<file path="config.mk">
export PLATFORM = sky130hd
export DESIGN_NAME = dmem_arbiter_flat
export DESIGN_NICKNAME = d
export VERILOG_FILES = /design/src/rtl/dmem_if.sv /design/src/rtl/dmem_arbiter.sv /design/src/flat_wrapper.sv
export SDC_FILE = /design/constraint.sdc
export NUM_CORES = 1
export LEC_CHECK = 0
export CAP_MARGIN = 20
export CELL_PAD_IN_SITES_DETAIL_PLACEMENT = 1
export CELL_PAD_IN_SITES_GLOBAL_PLACEMENT = 1
export CORE_MARGIN = 2
export CORE_UTILIZATION = 25
export DETAILED_ROUTE_END_ITERATION = 10
export PLACE_DENSITY_LB_ADDON = 0.1
export SYNTH_ARGS = -nofsm -noshare
export SYNTH_HDL_FRONTEND = slang
export SYNTH_SLANG_ARGS = --single-unit
</file>
<file path="constraint.sdc">
create_clock -name clk -period 1.74 [get_ports clk]
set_input_delay 0.261 -clock clk [delete_from_list [all_inputs] [get_ports clk]]
set_output_delay 0.261 -clock clk [all_outputs]
set_load 0.02 [all_outputs]
</file>
<file path="src/rtl/dmem_if.sv">
// Bundle of per-core request ports and shared data-memory port seen by the
// data-memory arbiter. The arbiter uses the slave view; cores/RAM use master.
interface dmem_if #(
    parameter int NUM_CORES = 4,
    parameter int ADDR_W    = 16,
    parameter int DATA_W    = 16
);
    logic [NUM_CORES-1:0]        req_rd;
    logic [NUM_CORES-1:0]        req_wr;
    logic [NUM_CORES*ADDR_W-1:0] req_addr;
    logic [NUM_CORES*DATA_W-1:0] req_wdata;
    logic [NUM_CORES-1:0]        core_ack;
    logic [DATA_W-1:0]           core_rdata;
    logic [ADDR_W-1:0]           mem_addr;
    logic [DATA_W-1:0]           mem_wdata;
    logic                        mem_read;
    logic                        mem_write;
    logic [DATA_W-1:0]           mem_rdata;
    logic                        busy;
    logic [2:0]                  grant_id;

    modport slave (
        input  req_rd, req_wr, req_addr, req_wdata, mem_rdata,
        output core_ack, core_rdata, mem_addr, mem_wdata, mem_read, mem_write,
               busy, grant_id
    );

    modport master (
        output req_rd, req_wr, req_addr, req_wdata, mem_rdata,
        input  core_ack, core_rdata, mem_addr, mem_wdata, mem_read, mem_write,
               busy, grant_id
    );
endinterface

</file>
<file path="src/rtl/dmem_arbiter.sv">
// Round-robin arbiter/sequencer sharing one single-port data RAM among cores.
// One access at a time: IDLE (arbitrate) -> ISSUE (strobe) -> [WAIT] -> ACK.
// Every output is a register; strobes and ack are one-cycle pulses.
module dmem_arbiter #(
    parameter int NUM_CORES = 4,
    parameter int ADDR_W    = 16,
    parameter int DATA_W    = 16,
    parameter int MEM_LAT   = 1
) (
    input logic   clk,
    input logic   rst_n,
    dmem_if.slave bus
);

    typedef enum logic [1:0] {IDLE, ISSUE, WAIT, ACK} state_t;

    state_t               state_q, state_nx;
    logic [2:0]           last_q, last_nx;
    logic [2:0]           win_q, win_nx;
    logic                 wr_q, wr_nx;
    logic [2:0]           cnt_q, cnt_nx;
    logic [NUM_CORES-1:0] ack_q, ack_nx;
    logic [DATA_W-1:0]    rdata_q, rdata_nx;
    logic [ADDR_W-1:0]    addr_q, addr_nx;
    logic [DATA_W-1:0]    wdata_q, wdata_nx;
    logic                 rd_q, rd_nx;
    logic                 wrs_q, wrs_nx;
    logic                 busy_q, busy_nx;
    logic [2:0]           gid_q, gid_nx;

    logic [NUM_CORES-1:0] reqv;
    logic [NUM_CORES-1:0] wr_sh;
    int                   sel;

    assign reqv = bus.req_rd | bus.req_wr;

    // Nearest requester after 'last' (wrapping); 'last' itself is checked
    // last so the most recently served core has lowest priority. -1 if none.
    function automatic int rr_pick(input logic [NUM_CORES-1:0] r,
                                   input logic [2:0] last);
        int                   idx;
        logic [NUM_CORES-1:0] sh;
        rr_pick = -1;
        for (int k = NUM_CORES; k >= 1; k--) begin
            idx = (int'(last) + k) % NUM_CORES;
            sh  = r >> idx;
            if (sh[0]) rr_pick = idx;
        end
    endfunction

    // Next-state and next-output logic for the access sequencer.
    always_comb begin
        state_nx = state_q;
        last_nx  = last_q;
        win_nx   = win_q;
        wr_nx    = wr_q;
        cnt_nx   = cnt_q;
        ack_nx   = '0;
        rdata_nx = rdata_q;
        addr_nx  = addr_q;
        wdata_nx = wdata_q;
        rd_nx    = 1'b0;
        wrs_nx   = 1'b0;
        gid_nx   = gid_q;
        wr_sh    = '0;
        sel      = rr_pick(reqv, last_q);

        case (state_q)
            IDLE: begin
                if (sel >= 0) begin
                    // Address/data go straight into the output registers so
                    // they are already on the memory bus in the ISSUE cycle.
                    wr_sh    = bus.req_wr >> sel;
                    win_nx   = 3'(sel);
                    last_nx  = 3'(sel);
                    gid_nx   = 3'(sel);
                    wr_nx    = wr_sh[0];
                    addr_nx  = ADDR_W'(bus.req_addr >> (sel * ADDR_W));
                    wdata_nx = DATA_W'(bus.req_wdata >> (sel * DATA_W));
                    rd_nx    = ~wr_sh[0];
                    wrs_nx   = wr_sh[0];
                    state_nx = ISSUE;
                end
            end
            ISSUE: begin
                if (wr_q) begin
                    ack_nx   = NUM_CORES'(1) << win_q;
                    state_nx = ACK;
                end else begin
                    cnt_nx   = '0;
                    state_nx = WAIT;
                end
            end
            WAIT: begin
                // cnt_q counts WAIT cycles already spent; the last one is
                // MEM_LAT cycles after ISSUE, when mem_rdata is valid.
                if (cnt_q == 3'(MEM_LAT - 1)) begin
                    rdata_nx = bus.mem_rdata;
                    ack_nx   = NUM_CORES'(1) << win_q;
                    state_nx = ACK;
                end else begin
                    cnt_nx = cnt_q + 3'd1;
                end
            end
            ACK: begin
                state_nx = IDLE;
            end
            default: begin
                state_nx = IDLE;
            end
        endcase

        busy_nx = (state_nx != IDLE);
    end

    // State and registered outputs; reset abandons any in-flight access.
    always_ff @(posedge clk) begin
        if (!rst_n) begin
            state_q <= IDLE;
            last_q  <= 3'(NUM_CORES - 1);
            win_q   <= '0;
            wr_q    <= 1'b0;
            cnt_q   <= '0;
            ack_q   <= '0;
            rdata_q <= '0;
            addr_q  <= '0;
            wdata_q <= '0;
            rd_q    <= 1'b0;
            wrs_q   <= 1'b0;
            busy_q  <= 1'b0;
            gid_q   <= '0;
        end else begin
            state_q <= state_nx;
            last_q  <= last_nx;
            win_q   <= win_nx;
            wr_q    <= wr_nx;
            cnt_q   <= cnt_nx;
            ack_q   <= ack_nx;
            rdata_q <= rdata_nx;
            addr_q  <= addr_nx;
            wdata_q <= wdata_nx;
            rd_q    <= rd_nx;
            wrs_q   <= wrs_nx;
            busy_q  <= busy_nx;
            gid_q   <= gid_nx;
        end
    end

    assign bus.core_ack   = ack_q;
    assign bus.core_rdata = rdata_q;
    assign bus.mem_addr   = addr_q;
    assign bus.mem_wdata  = wdata_q;
    assign bus.mem_read   = rd_q;
    assign bus.mem_write  = wrs_q;
    assign bus.busy       = busy_q;
    assign bus.grant_id   = gid_q;

endmodule

</file>
<file path="src/flat_wrapper.sv">
// flat-port wrapper written by rule: the top's interface ports become plain ports
module dmem_arbiter_flat 
#(
    parameter int NUM_CORES = 4,
    parameter int ADDR_W    = 16,
    parameter int DATA_W    = 16,
    parameter int MEM_LAT   = 1
)
  (clk, rst_n, bus_req_rd, bus_req_wr, bus_req_addr, bus_req_wdata, bus_mem_rdata, bus_core_ack, bus_core_rdata, bus_mem_addr, bus_mem_wdata, bus_mem_read, bus_mem_write, bus_busy, bus_grant_id);
  dmem_if #(.NUM_CORES(NUM_CORES), .ADDR_W(ADDR_W), .DATA_W(DATA_W)) bus_i ();
  input logic clk;
  input logic rst_n;
  input wire logic [$bits(bus_i.req_rd)-1:0] bus_req_rd;
  input wire logic [$bits(bus_i.req_wr)-1:0] bus_req_wr;
  input wire logic [$bits(bus_i.req_addr)-1:0] bus_req_addr;
  input wire logic [$bits(bus_i.req_wdata)-1:0] bus_req_wdata;
  input wire logic [$bits(bus_i.mem_rdata)-1:0] bus_mem_rdata;
  output wire logic [$bits(bus_i.core_ack)-1:0] bus_core_ack;
  output wire logic [$bits(bus_i.core_rdata)-1:0] bus_core_rdata;
  output wire logic [$bits(bus_i.mem_addr)-1:0] bus_mem_addr;
  output wire logic [$bits(bus_i.mem_wdata)-1:0] bus_mem_wdata;
  output wire logic [$bits(bus_i.mem_read)-1:0] bus_mem_read;
  output wire logic [$bits(bus_i.mem_write)-1:0] bus_mem_write;
  output wire logic [$bits(bus_i.busy)-1:0] bus_busy;
  output wire logic [$bits(bus_i.grant_id)-1:0] bus_grant_id;
  assign bus_i.req_rd = bus_req_rd;
  assign bus_i.req_wr = bus_req_wr;
  assign bus_i.req_addr = bus_req_addr;
  assign bus_i.req_wdata = bus_req_wdata;
  assign bus_i.mem_rdata = bus_mem_rdata;
  assign bus_core_ack = bus_i.core_ack;
  assign bus_core_rdata = bus_i.core_rdata;
  assign bus_mem_addr = bus_i.mem_addr;
  assign bus_mem_wdata = bus_i.mem_wdata;
  assign bus_mem_read = bus_i.mem_read;
  assign bus_mem_write = bus_i.mem_write;
  assign bus_busy = bus_i.busy;
  assign bus_grant_id = bus_i.grant_id;
  dmem_arbiter #(.NUM_CORES(NUM_CORES), .ADDR_W(ADDR_W), .DATA_W(DATA_W), .MEM_LAT(MEM_LAT)) u_core (.clk(clk), .rst_n(rst_n), .bus(bus_i));
endmodule
</file>
Word level (Yosys, flattened, before mapping)
Index checks and enable logic that the tools add are counted.
{ "totals": {"register_bits": 66, "input_bits": 154, "output_inout_bits": 58, "elab_cells": 63} }
{ "op_classes": {"n_addsub": 5, "magnitude_cmp": 1, "n_eq_ne": 5, "shift": 8, "n_mux": 14, "bitwise_logic": 6, "reduce_logical": 12} }
{ "ops": {"columns": ["operator", "count"], "rows": [
  ["$shr A4 B32 Y1", 5],
  ["$mux W32", 4],
  ["$shr A64 B32 Y16", 2],
  ["$ge A32 B1 Y1 const B", 1],
  ["$mux W4", 2],
  ["$pmux W2 S4", 1],
  ["$pmux W4 S2", 1],
  ["$reduce_or A2 Y1", 4],
  ["$mux W3", 2],
  ["$pmux W3 S2", 1],
  ["$reduce_and A3 Y1", 2],
  ["$add A2 B1 Y2 const B", 2],
  ["$add A2 B2 Y2 const B", 2],
  ["$and A1 B1 Y1 const A", 4],
  ["$eq A2 B2 Y1 const B", 2],
  ["$mux W2", 2],
  ["$ne A2 B2 Y1 const B", 2],
  ["$or A4 B4 Y4", 1],
  ["$reduce_and A2 Y1", 2],
  ["$reduce_bool A2 Y1", 2],
  ["$shl A1 B3 Y4 const A", 1],
  ["$add A3 B1 Y3 const B", 1],
  ["$logic_not A3 Y1", 1],
  ["$eq A2 B1 Y1 const B", 1],
  ["3 further kinds", 3]
]} }

Longest topological paths before layout
{ "depth": {"ltp_word": 12, "ltp_mapped": 8, "ltp_nobuf": 7} }

Worst setup path before layout
OpenSTA, ideal clock, no wires.
{ "synth_timing": {"path_type": "reg-to-reg", "start": "register u_core.state_q[0]", "end": "register u_core.busy_q (netlist: u_core.bus.busy)", "setup_time_ps": 123, "arrival_time_ps": 1713, "required_ps": 1617, "setup_slack_ps": -96, "path_stages_with_launch": 9, "path_buffers": 1, "synth_period_minus_slack_ps": 1836, "cell_sequence": "dfxtp_1 > inv_1 > ha_1 > and3b_1 > clkbuf_1 > nor3b_1 > a21oi_1 > o211a_1 > or2_2"} }
{ "synth_between": {"elab_chain_len": 3, "word_cells_on_any_way": 8, "cone_classes": "eq/ne (3); mux (3); reduce/logical (2)"} }
{ "synth_rtl": {"columns": ["item", "line_no", "source"], "rows": [
  ["start, declared", "dmem_arbiter.sv:17", "state_t state_q, state_nx;"],
  ["start signal, assigned", "dmem_arbiter.sv:133", "state_q <= state_nx;"],
  ["$eq A2 B2 Y1, or another cell as far along", "dmem_arbiter.sv:68", "case (state_q)"],
  ["$pmux W2 S4 (*)", "dmem_arbiter.sv:68", null],
  ["$reduce_bool A2 Y1 (*)", "dmem_arbiter.sv:113", "busy_nx = (state_nx != IDLE);"],
  ["end signal, assigned", "dmem_arbiter.sv:144", "busy_q <= busy_nx;"],
  ["end, declared", "dmem_arbiter.sv:28", "logic busy_q, busy_nx;"]
]} }
Mark *: on every way between the ends. The rest lies on a longest branch, timed or not.
A chain may end at the register's enable or synchronous reset.

Final worst setup path
{ "layout_timing": {"start": "register u_core.last_q[1]", "end": "register u_core.addr_q[11] (netlist: u_core.bus.mem_addr[11])"} }
{ "layout_between": {"elab_chain_len": 10, "word_cells_on_any_way": 23, "cone_classes": "add/sub (4); order compare (1); shift (5); mux (4); bitwise (4); reduce/logical (5)"} }
{ "layout_rtl": {"columns": ["item", "line_no", "source"], "rows": [
  ["start, declared", "dmem_arbiter.sv:18", "logic [2:0] last_q, last_nx;"],
  ["start signal, assigned", "dmem_arbiter.sv:120", "last_q <= 3'(NUM_CORES - 1);"],
  ["start signal, assigned", "dmem_arbiter.sv:134", "last_q <= last_nx;"],
  ["$add A2 B1 Y2", "dmem_arbiter.sv:45", "idx = (int'(last) + k) % NUM_CORES;"],
  ["$reduce_or A2 Y1 (no source line)", null, null],
  ["$and A1 B1 Y1 (no source line)", null, null],
  ["$shr A4 B32 Y1", "dmem_arbiter.sv:46", "sh = r >> idx;"],
  ["$mux W32 (3 in series)", "dmem_arbiter.sv:47", "if (sh[0]) rr_pick = idx;"],
  ["$mux W32 (*)", "dmem_arbiter.sv:47", null],
  ["$ge A32 B1 Y1", "dmem_arbiter.sv:70", "if (sel >= 0) begin"],
  ["$reduce_and A2 Y1 (no source line)", null, null],
  ["end signal, assigned", "dmem_arbiter.sv:140", "addr_q <= addr_nx;"],
  ["end, declared", "dmem_arbiter.sv:24", "logic [ADDR_W-1:0] addr_q, addr_nx;"]
]} }
Marked as above.

==> run metrics <==
result of the run=complete, but fails checks; violations in the final reports=setup timing; vias in the first global route=between 4k and 5k; relative max-transition margin=between 70% and 80%; Worst VDD drop=0.000701 V; global-route wire length before repair=roughly 25 mm; timing endpoint of the critical path=u_core.bus.mem_addr[11]; final instance count without filler cells=~860; maximum number of pins on one net before global-route repair=26; sum of routed wire length over all layers=15.8 mm; worst min path class=in2reg; final number of max-transition violations=0; clock sinks=66; Leak=roughly 2.7 nW; TritonCTS clock tree=yes; total overflow reported by the global router=0; cell area after technology mapping=3770 µm²; number of antenna violations at the first check in global routing=0; classification of the worst setup path=reg2reg; total I/O pin count=212; critical path capture point type=flop; Total Negative Setup Slacks=-0.00238 ns; Most used DFF post-synth=sky130_fd_sc_hd__dfxtp_1; insertion delay of the later-clocked pin in the worst-skew pair=0.34 ns; area of all placed cells without fillers=about 7000 µm²; dominant combinational cell family by area after synthesis=compound AO/OA/AOI/OAI gates; logic gate share of total power=between 50 and 60%; post-route total power=between 10 and 15 mW; cts-stage hold buffer count=0; Antenna diodes=0; adder and majority gate portion of the synthesized area=1.66%; number of instances in the synthesized netlist=around 430; setup slack, reg-to-reg=-0.002 ns; Worst Reg2Reg Path Length in Cells=7; area enclosed by the die boundary=roughly 16000 µm²; number of buffers between clock root and the deepest sink=2; via count normalized by instance count=roughly 5.0; top routing layer in use=met4; fraction of registers with async set or reset after synthesis=0%; critical path launch point type=flop; final period utilization=100%; Max-cap violations=0; Switching Power=approximately 4 mW; complex-gate fraction of the synthesized area=~28%; required time reported for the critical path endpoint=1.99 ns; gpl congestion=between 0.7 and 0.8; register clock-pin slew on the reported worst setup and hold paths=around 0.050 ns; cell internal power dissipation=about 6.3 mW; launch point of the worst reg-to-reg path=u_core.last_q[1]; met2 wire length=approximately 7.6 mm; FF-to-FF End=u_core.bus.mem_addr[11]; setup repair after global routing missed its margin=true; total number of vias=4282; net count after synthesis=around 600; synthesized area per cell=a little under 9 µm²; area used by multi-input combinational logic=2400 µm²; placeable core area=between 10000 and 15000 µm²; largest fanout on the critical path=8; list of cells traversed by the critical path=buf_6 -> a211oi_4 -> nor3_4 -> buf_12 -> buf_16 -> mux2i_4 -> o211ai_1; input/output buffers=211; share of synthesized area spent on multiplexers=about 8.5%; TritonRoute pass-1 iters=4; starting density of the core=25.7%; combined global-route utilization of all metal layers=roughly 19%; CP top delay family=compound AO/OA/AOI/OAI gates; smallest setup slack after layout=-0.00238 ns; post-synthesis register bit count=66; clock share of power=between 10% and 20%; final worst clock skew=between 0.005 and 0.006 ns; cell at the root of the clock tree=sky130_fd_sc_hd__clkbuf_16; half-perimeter wire length after placement=11.4 mm; slowest cell delay on critical path=around 0.38 ns; min Tclk post-route=1.74 ns; Die X-Extent=~130 µm; endpoint arrival time on the critical path=~2.0 ns; number of nets in the layout=around 830; fraction of the mapped netlist area in simple logic gates=between 20 and 25%; count of flip-flops with a built-in enable after synthesis=0; start point of the critical path=u_core.last_q[1]; Slowest cell on crit path=sky130_fd_sc_hd__a211oi_4; Post-Place Cell Area=between 6000 and 7000 µm²; row cnt=44; average routed wire per standard cell=around 18 µm; buffer and inverter count on the worst path=3; Net Sw Frac=38.3%; DRC violations left=0; wire length the detailed router placed on met1=6.84 mm; fraction of final layout cells with drive strength greater than 1=about 19%; final hold violations=0; setup-violating endpoint count in the final report=1; Iter 0 DRT Violations=around 130; post-synthesis cell type count=between 40 and 50; DIE HEIGHT=approximately 130 µm; met3 wire length=~1.1 mm; clock buffers created by TritonCTS=9; Fmax achieved=roughly 0.57 GHz; flip-flop and latch area=~1300 µm²; cell depth of the worst setup path=7; Ys Warns=0; P per Cell Area=~1500 nW/µm²; growth of design area from synthesis to finish=87.1%; Post-Synth XOR/XNOR Area=0%; number of nets with antenna violations after routing=0; number of placed instances, taps included=slightly above 800; # fillers=roughly 1.7k; slew at the pin with the worst max-slew slack=~0.37 ns; CTS H-Tree Depth=3; sequential-to-total area share from yosys stat=35.1%; Reg power frac=between 20% and 30%
synthesized netlist by cell type, types with 2 or more instances:
master	count	area (µm²)
sky130_fd_sc_hd__and2_1	3	18.8
sky130_fd_sc_hd__buf_2	8	40.0
sky130_fd_sc_hd__and3_1	3	18.8
sky130_fd_sc_hd__mux2i_1	32	320
sky130_fd_sc_hd__nand2_1	73	274
sky130_fd_sc_hd__dfxtp_1	66	1320
sky130_fd_sc_hd__nor4_1	2	12.5
sky130_fd_sc_hd__and3b_1	2	17.5
sky130_fd_sc_hd__o21ai_0	33	165
sky130_fd_sc_hd__buf_6	4	45.0
sky130_fd_sc_hd__nor2_1	3	11.3
sky130_fd_sc_hd__o211a_1	2	20.0
sky130_fd_sc_hd__and4_1	32	280
sky130_fd_sc_hd__nand3_1	3	15.0
sky130_fd_sc_hd__o211ai_1	32	240
sky130_fd_sc_hd__a211oi_4	2	40.0
sky130_fd_sc_hd__a21oi_1	5	25.0
sky130_fd_sc_hd__a21boi_0	17	128
sky130_fd_sc_hd__nor3b_1	2	15.0
sky130_fd_sc_hd__clkbuf_1	20	75.1
sky130_fd_sc_hd__o31ai_1	3	22.5
sky130_fd_sc_hd__inv_1	7	26.3
sky130_fd_sc_hd__nor3_4	2	32.5
sky130_fd_sc_hd__ha_1	5	62.6
sky130_fd_sc_hd__o21ai_1	5	25.0
sky130_fd_sc_hd__a211o_1	2	17.5
sky130_fd_sc_hd__o31a_1	32	280
sky130_fd_sc_hd__nand3b_1	2	15.0
sky130_fd_sc_hd__buf_4	5	37.5
per-layer routing:
| metal | track usage, % | up-vias |
|---|---|---|
| met2 | 34.1 | 142 |
| met1 | 23.2 | 2027 |
| met5 | 0 | - |
| li1 | - | 2097 |
| met3 | 5.53 | 16 |
| met4 | 5.62 | 0 |
per-stage QoR:
| step | setup WS (ns) | hold WS [ns] | util [%] |
|---|---|---|---|
| after floorplan | 0.00623 | 0.389 | - |
| after global placement | -0.639 | 0.448 | 43.4 |
| after detailed placement | -0.706 | 0.454 | 43.4 |
| after CTS | -0.000655 | 0.467 | 46.9 |
| after global routing | -0.102 | 0.434 | 48.1 |
| final | -0.00238 | 0.415 | 48.1 |
cells by family after synthesis:
family | count (synthesis)
AOI/OAI and AO/OA | 141
adders and majority gates | 5
buffers and inverters | 45
DFF | 66
muxes | 32
and+or+nand+nor | 136
cells in the final DEF (no fill, tap or decap), types with 6 or more instances in the layout:
cell type and count:
sky130_fd_sc_hd__mux2i_1 23, sky130_fd_sc_hd__o211ai_1 32, sky130_fd_sc_hd__nand2_1 72, sky130_fd_sc_hd__buf_12 7
sky130_fd_sc_hd__dfxtp_1 61, sky130_fd_sc_hd__buf_6 7, sky130_fd_sc_hd__o31a_1 32, sky130_fd_sc_hd__inv_1 6
sky130_fd_sc_hd__a21boi_0 17, sky130_fd_sc_hd__clkbuf_16 10, sky130_fd_sc_hd__o21ai_1 16, sky130_fd_sc_hd__o21ai_0 20
sky130_fd_sc_hd__clkdlybuf4s50_1 203, sky130_fd_sc_hd__buf_4 44, sky130_fd_sc_hd__and4_1 32
sequential cells by signal (all words and copies together) (netlist names):
signal / flops
u_core.bus.core_ack: 4
u_core.bus.mem_read: 1
u_core.state_q: 2
u_core.win_q: 3
u_core.bus.busy: 1
u_core.bus.mem_wdata: 16
u_core.bus.mem_write: 1
u_core.wr_q: 1
u_core.bus.mem_addr: 16
u_core.cnt_q: 3
u_core.bus.core_rdata: 16
u_core.last_q: 2
cell type report:
class                   instances  area share [%]
inverters                       7           0.373
flip-flops and latches         66            18.9
multi-input cells             314            34.0
clock inverters                 2           0.497
repair buffers                275            39.2
clock buffers                  14            3.75
well taps                     184            3.27
worst min path at each step:
| stage | startpoint | end | cells after the start |
|---|---|---|---|
| 3_3_place_gp | u_core.wr_q | u_core.wr_q | 1 |
| 2_1_floorplan | rst_n | u_core.state_q[1] | 2 |
| 5_1_grt | bus_req_wr[1] | u_core.bus.mem_write | 4 |
| 3_5_place_dp | u_core.wr_q | u_core.wr_q | 1 |
| 4_1_cts | u_core.wr_q | u_core.wr_q | 1 |
| 6_report | bus_req_wr[1] | u_core.bus.mem_write | 4 |
worst register-to-register path: stages, from the launching register on:
cell,delay [ns]
sky130_fd_sc_hd__dfxtp_4,0.37
sky130_fd_sc_hd__buf_6,0.13
sky130_fd_sc_hd__a211oi_4,0.38
sky130_fd_sc_hd__nor3_4,0.07
sky130_fd_sc_hd__buf_12,0.16
sky130_fd_sc_hd__buf_16,0.15
sky130_fd_sc_hd__mux2i_4,0.20
sky130_fd_sc_hd__o211ai_1,0.20
power by group through the flow:
stage	clock network, mW	registers [mW]	logic [mW]
4_1_cts	1.89	2.46	5.66
3_3_place_gp	0	2.45	5.08
5_1_grt	1.96	2.53	6.40
3_5_place_dp	0	2.46	5.20
6_report	1.84	2.46	5.95
2_1_floorplan	0	2.97	2.28
what timing repair did:
action / CTS / global route
resized for setup: 39 / 50
buffers inserted: 11 / 5
gates cloned: 3 / 1
pin swaps: 11 / 19
endpoints found under the setup margin: 41 / 36
(Power assumes the default switching activity.)
